<file path="src/rtl/hazard_scoreboard.sv">
// hazard_scoreboard
//   Per-register scoreboard that generates the ID-stage freeze. Each tracked
//   register holds {valid, age, rlat} for its youngest in-flight writer. Age
//   counts pipeline advances since issue. The result becomes forwardable at
//   age == rlat, and it is written back (entry retired) at age == WB_LAT.
//
// Optional feature (macro HAZARD_PERF_EN):
//   stall_cycles  - saturating count of frozen, non-stalled, non-flushed edges
//   max_stall_run - longest consecutive freeze run, saturating
//
// Ports:
//   clk, rst_n      clock, synchronous active-low reset
//   flush           clears every entry; the concurrent issue is dropped
//   pipe_stall      holds ages and valids; blocks issue
//   forwarding_en   hazard only until rlat is reached (else until writeback)
//   id_valid        ID holds a valid instruction
//   rn_valid_id/rn_id, two_src_id/src_2_id   ID source operands
//   wb_en_id/dst_id/res_lat_id               ID destination and result latency
//   freeze          stall ID/IF and insert a bubble
//   busy_vec        per-register in-flight-writer flag
module hazard_scoreboard #(
  parameter int unsigned REG_ADDR_W = 4,
  parameter int unsigned NUM_REGS   = 16,
  parameter int unsigned WB_LAT     = 3,
  parameter int unsigned LAT_W      = 3
) (
  input  logic                  clk,
  input  logic                  rst_n,
  input  logic                  flush,
  input  logic                  pipe_stall,
  input  logic                  forwarding_en,
  input  logic                  id_valid,
  input  logic                  rn_valid_id,
  input  logic [REG_ADDR_W-1:0] rn_id,
  input  logic                  two_src_id,
  input  logic [REG_ADDR_W-1:0] src_2_id,
  input  logic                  wb_en_id,
  input  logic [REG_ADDR_W-1:0] dst_id,
  input  logic [LAT_W-1:0]      res_lat_id,
  output logic                  freeze,
  output logic [NUM_REGS-1:0]   busy_vec
`ifdef HAZARD_PERF_EN
  ,
  output logic [31:0]           stall_cycles,
  output logic [LAT_W-1:0]      max_stall_run
`endif
);

  logic [NUM_REGS-1:0] valid_q, valid_d;
  logic [LAT_W-1:0]    age_q  [NUM_REGS];
  logic [LAT_W-1:0]    age_d  [NUM_REGS];
  logic [LAT_W-1:0]    rlat_q [NUM_REGS];
  logic [LAT_W-1:0]    rlat_d [NUM_REGS];

  logic                hazard_rn, hazard_s2;
  logic                issue;
  logic [LAT_W-1:0]    lat_clamped;

  // Indices at or above NUM_REGS never match a loop index, so they are
  // ignored for both the check and the issue.
  always_comb begin
    logic blocking;
    hazard_rn = 1'b0;
    hazard_s2 = 1'b0;
    blocking  = 1'b0;
    for (int unsigned i = 0; i < NUM_REGS; i++) begin
      blocking = valid_q[i] && (!forwarding_en || (age_q[i] < rlat_q[i]));
      if (rn_id == REG_ADDR_W'(i))    hazard_rn = blocking;
      if (src_2_id == REG_ADDR_W'(i)) hazard_s2 = blocking;
    end
  end

  // Only existing entries are checked, so a source equal to the same
  // instruction's destination never self-freezes.
  assign freeze = id_valid && ((rn_valid_id && hazard_rn) || (two_src_id && hazard_s2));

  assign issue = id_valid && wb_en_id && !freeze && !pipe_stall && !flush;

  always_comb begin
    if (res_lat_id == '0)                    lat_clamped = LAT_W'(1);
    else if (res_lat_id > LAT_W'(WB_LAT))    lat_clamped = LAT_W'(WB_LAT);
    else                                     lat_clamped = res_lat_id;
  end

  always_comb begin
    valid_d = valid_q;
    age_d   = age_q;
    rlat_d  = rlat_q;
    if (flush) begin
      valid_d = '0;
    end else if (!pipe_stall) begin
      for (int unsigned i = 0; i < NUM_REGS; i++) begin
        if (issue && (dst_id == REG_ADDR_W'(i))) begin
          // Youngest writer wins over the aging of any older entry.
          valid_d[i] = 1'b1;
          age_d[i]   = LAT_W'(1);
          rlat_d[i]  = lat_clamped;
        end else if (valid_q[i]) begin
          if (age_q[i] == LAT_W'(WB_LAT - 1)) valid_d[i] = 1'b0;
          else                                 age_d[i]   = age_q[i] + LAT_W'(1);
        end
      end
    end
  end

  always_ff @(posedge clk) begin
    if (!rst_n) begin
      valid_q <= '0;
      for (int unsigned i = 0; i < NUM_REGS; i++) begin
        age_q[i]  <= '0;
        rlat_q[i] <= '0;
      end
    end else begin
      valid_q <= valid_d;
      age_q   <= age_d;
      rlat_q  <= rlat_d;
    end
  end

  assign busy_vec = valid_q;

`ifdef HAZARD_PERF_EN
  logic [31:0]      stall_cnt_q, stall_cnt_d;
  logic [LAT_W-1:0] run_q, run_d;
  logic [LAT_W-1:0] max_q, max_d;
  logic             stall_count_en;

  assign stall_count_en = freeze && !pipe_stall && !flush;

  always_comb begin
    stall_cnt_d = stall_cnt_q;
    run_d       = run_q;
    if (stall_count_en && (stall_cnt_q != '1)) stall_cnt_d = stall_cnt_q + 32'd1;
    // A run ends on a flush or on an advancing edge without freeze;
    // a held pipeline neither extends nor ends it.
    if (flush || (!freeze && !pipe_stall)) run_d = '0;
    else if (stall_count_en && (run_q != '1)) run_d = run_q + LAT_W'(1);
    max_d = (run_d > max_q) ? run_d : max_q;
  end

  always_ff @(posedge clk) begin
    if (!rst_n) begin
      stall_cnt_q <= '0;
      run_q       <= '0;
      max_q       <= '0;
    end else begin
      stall_cnt_q <= stall_cnt_d;
      run_q       <= run_d;
      max_q       <= max_d;
    end
  end

  assign stall_cycles  = stall_cnt_q;
  assign max_stall_run = max_q;
`endif

endmodule

</file>
<file path="config.mk">
export PLATFORM = sky130hd
export DESIGN_NAME = hazard_scoreboard
export DESIGN_NICKNAME = d
export VERILOG_FILES = /design/src/rtl/hazard_scoreboard.sv
export SDC_FILE = /design/constraint.sdc
export NUM_CORES = 1
export LEC_CHECK = 0
export ABC_AREA = 1
export CORE_MARGIN = 4
export CORE_UTILIZATION = 60
export DETAILED_ROUTE_END_ITERATION = 10
export PLACE_DENSITY = 0.79
export SETUP_SLACK_MARGIN = 0.1
export SLEW_MARGIN = 20
export SYNTH_ARGS = -nofsm -noshare
export SYNTH_HDL_FRONTEND = slang
export SYNTH_SLANG_ARGS = --single-unit
</file>
<file path="constraint.sdc">
create_clock -name clk -period 2.6 [get_ports clk]
set_input_delay 0.26 -clock clk [delete_from_list [all_inputs] [get_ports clk]]
set_output_delay 0.26 -clock clk [all_outputs]
set_load 0.03 [all_outputs]
</file>
==> metrics, run 1 <==
run status=finished with violations; failing checks=setup timing; Pwr Total=0.00357 W; Setup Crit Path Kind=flip-flop to flip-flop; WL final=19.9 mm; Sw Ratio=27.9%; Critical Path Slowest Stage Cell=dfxtp_2; crit path cell chain=inv_2 > ha_4 > nand2_2 > inv_2 > nand2_2 > nand2_2 > nand2_2 > nand3_2 > nand3_2 > nand3_2 > nand2_1 > nand2_1 > nand4_1 > nor2_1 > nand4_1 > nand2_1 > nand3_2 > nand2_4 > buf_6 > nand4_1 > nand2_1 > nand2_1 > nand2_1 > a21oi_2; CP Launch Type=flip-flop; routed via count=6873; Seq/Total Area, Yosys=32.9%; clk_lat worst skew=370 ps; Fin Setup TNS=-9010 ps; Rel. slew slack=39.0%; Mapped Cells=961; total of max-cap violations=0; Int Pwr=0.00258 W; Syn-to-layout area delta=33.3%; gpl congestion=0.932; Ys Warns=0; unrepaired setup endpoints after global routing=true; Via density=5.57; vias in the first global route=6222; top cell type's share of synthesized area=32.9%; Tcrit/Tclk final=108%; Final Hold Vio Count=0; hold crit path type=flip-flop to flip-flop; Nets=1178; Required @ worst endpoint=2820 ps; LEAKAGE=4.04 nW; number of synthesized register bits=112; H-tree depth=3; FP Rows=38; number of buffers added on ports=40; root buf cell=clkbuf_16; CTS tree=yes; DR iter-0 viols=574; most common cell after layout, fill and taps aside=inv_1; largest net degree at the start of global routing=77; initial core utilization=62.1%; CP Max Fanout=5; Crit path largest cell delay=340 ps; Fmax=0.355 GHz; largest area contributor in the netlist=dfxtp_1; setup violators final=91; crit path DAT=3030 ps; Die ar.=13100 um2; router iterations before antenna repair=5; sequential share of power=48.7%; wire per inst=16.1 um; IO Pins=41; mean area per synthesized cell=7.10 um2; Die Ht=115 um; initial antenna violation count=0; drt drc=0; Distinct cells, synth=29; GRT Resource Usage Total=27.4%; hpwl dp=12.1 mm; DRT antenna net count=0; first-pass GRT wire length=28.9 mm; P_sw=0.000995 W; most used cell along the critical path=nand2_1; Worst-path clk slew=80 ps; crit path capture type=flip-flop; clock tree sinks=112; grt ovf=0; Syn Nets=1049; total CTS buffers=9; Die W=115 um; peak supply drop=0.000441 V; Slew Viols, Final=0; clock buffer depth=2; most frequent cells in the layout=162 x inv_1, 138 x nand2_1, 102 x dfxtp_1; Area contributors post-synth=dfxtp_1 33%, ha_1 12%, nand2_1 11%; ant diodes=0; core area=11000 um2; Worst-Margin Slew=915 ps; setup slack after layout=-217 ps; Clock power frac=37.8%; Pwr Density=393 nW/um2; Gate power share=13.5%; ratio of cells with drive above 1 in the final layout=28.7%; Max Clock Skew=9.24 ps; Synth Cell Area=6820 um2; Tmin final=2820 ps
cells in the mapped netlist:
| cell | n |
|---|---|
| a21oi_1 | 133 |
| xor2_1 | 16 |
| nand3b_1 | 2 |
| buf_6 | 4 |
| dfxtp_1 | 112 |
| nor3_1 | 13 |
| o21ai_0 | 31 |
| inv_1 | 181 |
| or2_2 | 3 |
| o21ai_1 | 2 |
| nand3_1 | 33 |
| nand2_2 | 1 |
| o31ai_1 | 3 |
| nor2_2 | 1 |
| nor2_1 | 54 |
| o21a_1 | 2 |
| a31o_2 | 2 |
| clkbuf_1 | 24 |
| inv_2 | 5 |
| nand4_4 | 9 |
| nand2_1 | 192 |
| nand4_1 | 62 |
| ha_1 | 64 |
| nand4_2 | 1 |
| buf_12 | 2 |
| nand2_4 | 4 |
| nand3_2 | 1 |
| buf_4 | 1 |
| o211ai_1 | 3 |
power by group through the flow:
stage / Clock, W / Sequential (W) / Combinational [W]
2_1_floorplan: 0 / 0.00179 / 0.000214
3_3_place_gp: 0 / 0.00178 / 0.000393
3_5_place_dp: 0 / 0.00178 / 0.000397
4_1_cts: 0.00136 / 0.00174 / 0.000409
5_1_grt: 0.00142 / 0.00174 / 0.000516
6_report: 0.00135 / 0.00174 / 0.000481
flip-flops by register name (all words and copies together) (netlist names):
signal,cells
age_q,48
busy_vec,16
rlat_q,48
path summary, 6_finish.rpt:
path | slack (ps) | start | to | cells after the start
min reg2reg | 450 | rlat_q[11]$_SDFFE_PN0P_ | rlat_q[11]$_SDFFE_PN0P_ | 2
max reg2reg | -220 | rlat_q[47]$_SDFFE_PN0P_ | age_q[37]$_SDFFE_PN0P_ | 24
min | 450 | rlat_q[11]$_SDFFE_PN0P_ | rlat_q[11]$_SDFFE_PN0P_ | 2
max | -220 | rlat_q[47]$_SDFFE_PN0P_ | age_q[37]$_SDFFE_PN0P_ | 24
what timing repair did:
action | CTS | global route
gates cloned | 0 | 1
hold buffers | 0 | 0
pin swaps | 19 | 60
buffers inserted | 8 | 14
setup endpoints to repair | 80 | 113
resized for setup | 42 | 194
layout make-up:
class,count,area (um2)
inverters,186,711
clock inverters,6,51.3
multi-input cells,633,4280
well taps,140,175
clock buffers,10,229
repair buffers,148,1390
fillers,646,1890
flip-flops and latches,112,2260
through the flow:
step	utilization (%)	cell area [um2]	cells	hold slack (ps)	worst slack, ps
after floorplan	-	6820	961	398	151
after detailed placement	72.2	7930	1198	437	-123
after global placement	72.2	7930	1198	437	-87.1
final	82.8	9090	1235	447	-217
after global routing	82.8	9090	1235	466	-370
after CTS	76.5	8400	1222	456	-160
per-layer routing:
layer | global-route usage (%) | routed length [um] | up-vias
li1 | - | - | 3393
met1 | 34.4 | 8080 | 3210
met2 | 46.9 | 10200 | 215
met3 | 4.12 | 989 | 55
met4 | 11.0 | 648 | 0
met5 | 0 | 0 | -
critical path, delay by kind of cell, from the launching register on:
kind	cells	cell delay, ps
and+or+nand+nor	19	1790
AOI/OAI and AO/OA	1	60
DFF	1	340
adders and majority gates	1	270
buffers and inverters	3	220
cells by family (layout without fill, tap and decap cells):
logic type | after synthesis | after routing | share of synthesized area, %
compound gates | 176 | 176 | 13.3
xor+xnor | 16 | 16 | 2.05
fa+ha+maj | 64 | 64 | 11.7
buf+inv | 217 | 350 | 12.9
flops | 112 | 112 | 32.9
simple gates | 376 | 377 | 27.1
Power figures use the tool's default switching activity.
==> run 2, diff against run 1 <==
- CELL_PAD_IN_SITES_DETAIL_PLACEMENT: not set -> 1
- CELL_PAD_IN_SITES_GLOBAL_PLACEMENT: not set -> 1
- CORE_UTILIZATION: 60 -> 44
- GPL_TIMING_DRIVEN: not set -> 0
- PLACE_DENSITY: 0.79 -> 0.8
==> metrics, run 2 (synthesized netlist as in run 1, its figures left out) <==
crit path cell chain=inv_1 > ha_1 > nand3_1 > nand2_1 > nand2_1 > nand2_1 > nand3_1 > nand2_2 > nand4_1 > nor2_1 > nand4_1 > nand2_1 > nand3_2 > nand2_4 > buf_6 > buf_6 > nand4_1 > buf_6 > inv_4 > nand2_2 > a21oi_2 (was inv_2 > ha_4 > nand2_2 > inv_2 > nand2_2 > nand2_2 > nand2_2 > nand3_2 > nand3_2 > nand3_2 > nand2_1 > nand2_1 > nand4_1 > nor2_1 > nand4_1 > nand2_1 > nand3_2 > nand2_4 > buf_6 > nand4_1 > nand2_1 > nand2_1 > nand2_1 > a21oi_2); Tmin final=2930 ps (was 2820 ps); failing checks=setup timing (unchanged); crit path DAT=3220 ps (was 3030 ps); largest net degree at the start of global routing=19 (was 77); Setup Crit Path Kind=flip-flop to flip-flop (unchanged); ant diodes=0 (unchanged); run status=finished with violations (unchanged); hold buffer count at cts=0 (unchanged); Final Hold Vio Count=0 (unchanged); WL final=28.7 mm (was 19.9 mm); crit path capture type=flip-flop (unchanged); CP Max Fanout=6 (was 5); Seq. cell area=2270 um2 (was 2260 um2); DRT antenna net count=0 (unchanged); Max Clock Skew=10.7 ps (was 9.24 ps); hpwl dp=16.0 mm (was 12.1 mm); router iterations before antenna repair=5 (unchanged); unrepaired setup endpoints after global routing=true (unchanged); Rel. slew slack=16.4% (was 39.0%); setup slack after layout=-334 ps (was -217 ps); hold crit path type=flip-flop to flip-flop (unchanged); DR iter-0 viols=642 (was 574); clock buffer depth=2 (unchanged); top layer in use=met4 (unchanged); Die Ht=132 um (was 115 um); drt drc=0 (unchanged); Slew Viols, Final=0 (unchanged); Syn-to-layout area delta=35.3% (was 33.3%); routed via count=7443 (was 6873); GRT Resource Usage Total=28.1% (was 27.4%); initial antenna violation count=0 (unchanged); FP Rows=45 (was 38); CTS tree=yes (unchanged); multi-input logic area=4420 um2 (was 4280 um2); CP top delay family=simple AND/OR/NAND/NOR gates (unchanged); most frequent cells in the layout=162 x inv_1, 117 x nand2_1, 92 x dfxtp_1 (was 162 x inv_1, 138 x nand2_1, 102 x dfxtp_1); met1 wire length=11.9 mm (was 8.08 mm); Die ar.=17600 um2 (was 13100 um2); Crit path largest cell delay=370 ps (was 340 ps); clock tree sinks=112 (unchanged); wire per inst=22.5 um (was 16.1 um); most used cell along the critical path=nand2_1 (unchanged); grt ovf=0 (unchanged); Pwr Total=0.00367 W (was 0.00357 W); root buf cell=clkbuf_16 (unchanged); CP Launch Type=flip-flop (unchanged); Via density=5.84 (was 5.57); Hold Slack=455 ps (was 447 ps); Tcrit/Tclk final=113% (was 108%); ratio of cells with drive above 1 in the final layout=29.4% (was 28.7%); met2 wire length=13.6 mm (was 10.2 mm); Required @ worst endpoint=2890 ps (was 2820 ps); clk_lat worst skew=370 ps (about the same); met3 routed WL=1.84 mm (was 989 um); core area=15200 um2 (was 11000 um2); buffers and inverters on the worst path=5 (was 3); gpl congestion=0.917 (was 0.932); Worst-path clk slew=80 ps (about the same); fillers=1882 (was 646); number of buffers added on ports=39 (was 40); Nets=1170 (was 1178); Fmax=0.341 GHz (was 0.355 GHz); peak supply drop=0.000452 V (was 0.000441 V); setup violators final=113 (was 91); Worst-Margin Slew=1250 ps (was 915 ps); total of max-cap violations=0 (unchanged); most common cell after layout, fill and taps aside=inv_1 (unchanged); Pwr Density=398 nW/um2 (was 393 nW/um2); total CTS buffers=9 (unchanged); H-tree depth=3 (unchanged); initial core utilization=44.9% (was 62.1%); Critical Path Slowest Stage Cell=dfxtp_1 (was dfxtp_2); IO Pins=41 (unchanged); Die W=132 um (was 115 um); LEAKAGE=3.98 nW (was 4.04 nW); first-pass GRT wire length=38.9 mm (was 28.9 mm); vias in the first global route=7335 (was 6222)
[run 2: changes by cell type in the layout (fill, tap and decap cells not counted), sizes merged]
cell | previous run | this run
clkinv | 2 | 5
nand2 | 198 | 197
clkinvlp | 1 | 2
inv | 189 | 185
clkbuf | 10 | 34
clkdlybuf4s50 | 39 | 38
buf | 109 | 79
[run 2: worst paths after layout]
path                                         startpoint                      end  slack [ps]  cells past startpoint
worst min register to register  rlat_q[35]$_SDFFE_PN0P_  rlat_q[35]$_SDFFE_PN0P_         450                      2
worst max register to register  rlat_q[34]$_SDFFE_PN0P_   rlat_q[7]$_SDFFE_PN0P_        -330                     21
worst max-delay path            rlat_q[34]$_SDFFE_PN0P_   rlat_q[7]$_SDFFE_PN0P_        -330                     21
worst min-delay path            rlat_q[35]$_SDFFE_PN0P_  rlat_q[35]$_SDFFE_PN0P_         450                      2
[run 2: cell type report]
| class | instances | share of cell area [%] |
|---|---|---|
| plain buffers | 31 | 1.98 |
| clock inverters | 6 | 0.502 |
| well taps | 188 | 2.55 |
| repair buffers | 110 | 12.1 |
| clock buffers | 10 | 2.48 |
| flip-flops and latches | 112 | 24.6 |
| multi-input cells | 632 | 47.8 |
| inverters | 186 | 7.92 |
[run 2: per-layer routing]
| layer | up-vias | global-route usage, % |
|---|---|---|
| li1 | 3384 | - |
| met1 | 3624 | 36.8 |
| met2 | 327 | 44.9 |
| met3 | 108 | 5.25 |
| met4 | 0 | 13.5 |
| met5 | - | 0 |
[run 2: repair_timing]
action | 4_1_cts | 5_1_grt
resized for setup | 119 | 191
pin swaps | 39 | 69
setup endpoints to repair | 113 | 113
buffers inserted | 52 | 20
[run 2: where the power goes]
| part | switching, W | internal, W | total (W) |
|---|---|---|---|
| clock | 0.000722 | 0.000657 | 0.00138 |
| combinational | 0.000374 | 0.000179 | 0.000553 |
| sequential | 0.0000150 | 0.00172 | 0.00174 |
[run 2: tightest hold or removal path: stages (launching register included)]
cell	delay, ps
dfxtp_1	300
inv_1	60
nor3_1	50
[run 2: stage by stage]
stage	setup TNS (ps)	util, %	setup WS, ps	instance area, um2	cells
global route	-41140	60.7	-558	9230	1275
CTS	-10050	55.7	-240	8470	1256
detailed placement	-23390	49.0	-719	7440	1188
finish	-20220	60.7	-334	9230	1275
floorplan	0	-	151	6820	961
global placement	-19750	49.0	-747	7440	1188
==> run 3, diff against run 2 <==
- PLACE_DENSITY: 0.8 -> 0.89
==> metrics, run 3 (synthesized netlist as in run 1, its figures left out) <==
run status=finished with violations (unchanged); failing checks=setup timing (unchanged); Tmin final=3140 ps (was 2930 ps); Final Hold Vio Count=0 (unchanged); LEAKAGE=4.00 nW (was 3.98 nW); GRT Resource Usage Total=31.5% (was 28.1%); placed cells=1188 (unchanged); total of max-cap violations=0 (unchanged); total CTS buffers=9 (unchanged); H-tree depth=3 (unchanged); core area=15200 um2 (unchanged); routed via count=8131 (was 7443); Die W=132 um (unchanged); vias in the first global route=7920 (was 7335); Tcrit/Tclk final=121% (was 113%); ratio of cells with drive above 1 in the final layout=28.0% (was 29.4%); gpl congestion=0.915 (was 0.917); most common cell after layout, fill and taps aside=inv_1 (unchanged); Rel. slew slack=15.1% (was 16.4%); CP Launch Type=flip-flop (unchanged); peak supply drop=0.000339 V (was 0.000452 V); Die ar.=17600 um2 (unchanged); Pwr Density=428 nW/um2 (was 398 nW/um2); Slew Viols, Final=0 (unchanged); wire per inst=27.2 um (was 22.5 um); Worst-Margin Slew=1270 ps (was 1250 ps); setup violators final=113 (unchanged); hold buffer count at cts=0 (unchanged); FP Rows=45 (unchanged); fillers=1814 (was 1882); clk_lat worst skew=370 ps (about the same); initial antenna violation count=0 (unchanged); first-pass GRT wire length=43.6 mm (was 38.9 mm); root buf cell=clkbuf_16 (unchanged); post-place setup slack=-754 ps (was -719 ps); crit path DAT=3340 ps (was 3220 ps); CP Max Fanout=7 (was 6); IO Pins=41 (unchanged); Setup Crit Path Kind=flip-flop to flip-flop (unchanged); crit path capture type=flip-flop (unchanged); ant diodes=0 (unchanged); WL final=34.5 mm (was 28.7 mm); drt drc=0 (unchanged); Fmax=0.319 GHz (was 0.341 GHz); setup slack after layout=-537 ps (was -334 ps); Die Ht=132 um (unchanged); most frequent cells in the layout=162 x inv_1, 131 x nand2_1, 95 x a21oi_1 (was 162 x inv_1, 117 x nand2_1, 92 x dfxtp_1); CTS tree=yes (unchanged); Required @ worst endpoint=2810 ps (was 2890 ps); clock buffer depth=2 (unchanged); Syn-to-layout area delta=35.5% (was 35.3%); router iterations before antenna repair=6 (was 5); Worst-path clk slew=80 ps (about the same); DR iter-0 viols=898 (was 642); clock tree sinks=112 (unchanged); Max Clock Skew=13.7 ps (was 10.7 ps); largest net degree at the start of global routing=17 (was 19); DRT antenna net count=0 (unchanged); Nets=1164 (was 1170); hpwl dp=16.2 mm (was 16.0 mm); Via density=6.41 (was 5.84); Final Non-Filler Cells=1268 (was 1275); initial core utilization=44.9% (unchanged); grt ovf=0 (unchanged); number of buffers added on ports=39 (unchanged); unrepaired setup endpoints after global routing=true (unchanged); hold crit path type=flip-flop to flip-flop (unchanged)
==> run 3: changes by cell type in the layout (fill, tap and decap cells not counted), moves of 7 or more <==
cell     previous run  this run
o21ai_0            11         4
buf_6              45        32
nor3_1              4        11
inv_2              15        23
nand2_1           117       131
nand3_1            26        19
nand2_2            59        49
nor3_2              9         2
inv_4               8         1
==> run 3: per-stage QoR <==
stage	cell area [um2]	hold WS (ps)	setup TNS, ps	utilization, %	total power (W)
floorplan	6820	398	0	-	0.00201
global placement	7440	437	-22090	49.0	0.00218
detailed placement	7440	441	-27810	49.0	0.00219
CTS	8510	445	-8940	56.0	0.00377
global route	9240	491	-52650	60.8	0.00399
finish	9240	467	-43180	60.8	0.00396
==> run 3: final timing paths <==
kind                            depth (start not counted)               startpoint  slack, ps                      end
worst max-delay path                                   21  rlat_q[35]$_SDFFE_PN0P_       -540   age_q[16]$_SDFFE_PN0P_
worst min-delay path                                    2  rlat_q[18]$_SDFFE_PN0P_        470  rlat_q[18]$_SDFFE_PN0P_
worst max register to register                         21  rlat_q[35]$_SDFFE_PN0P_       -540   age_q[16]$_SDFFE_PN0P_
worst min register to register                          2  rlat_q[18]$_SDFFE_PN0P_        470  rlat_q[18]$_SDFFE_PN0P_
==> run 3: timing repair <==
| item | 4_1_cts | 5_1_grt |
|---|---|---|
| gates cloned | 1 | 1 |
| setup buffers | 48 | 15 |
| pin swaps | 38 | 73 |
| gates resized for setup | 107 | 175 |
| endpoints found under the setup margin | 113 | 113 |
==> run 3: area by class of cell <==
class                      instances  area [um2]  share of cell area (%)
buffer                            31         183                    1.98
clock buffer                      12         256                    2.78
clock inverter                     3        65.1                   0.704
inverter                         186         701                    7.58
multi-input combinational        632        4440                    48.0
sequential                       112        2270                    24.6
tap                              188         235                    2.55
timing repair buffer             104        1090                    11.8
==> run 3: layer usage <==
layer | global-route usage, % | part of all wire, % | vias to the layer above
li1 | - | - | 3351
met1 | 36.4 | 36 | 3940
met2 | 54.9 | 46 | 580
met3 | 6.01 | 8.9 | 260
met4 | 17.0 | 8.5 | 0
met5 | 0 | 0 | -
==> run 3: report_power, final <==
part / switching, W / internal [W] / leakage [nW]
clock network: 0.000738 / 0.000895 / 0.159
logic: 0.000403 / 0.000178 / 2.93
registers: 0.0000162 / 0.00173 / 0.914
total: 0.00116 / 0.00280 / 4.00
==> run 3: worst max-delay path, cell delays in order, from the launching register on <==
cell and delay [ps]:
dfxtp_1 310, inv_1 60, ha_1 330, nand3_1 130, nand2_1 160, nand2_2 110
nand2_1 80, nand3_1 60, nand2_1 100, nand4_1 80, nor2_1 140, nand4_1 140
nand2_1 120, nand3_2 100, nand2_4 110, buf_12 130, buf_12 140, nand4_4 170
nand2_4 150, nand2_2 90, nand2_1 150, a21oi_1 100
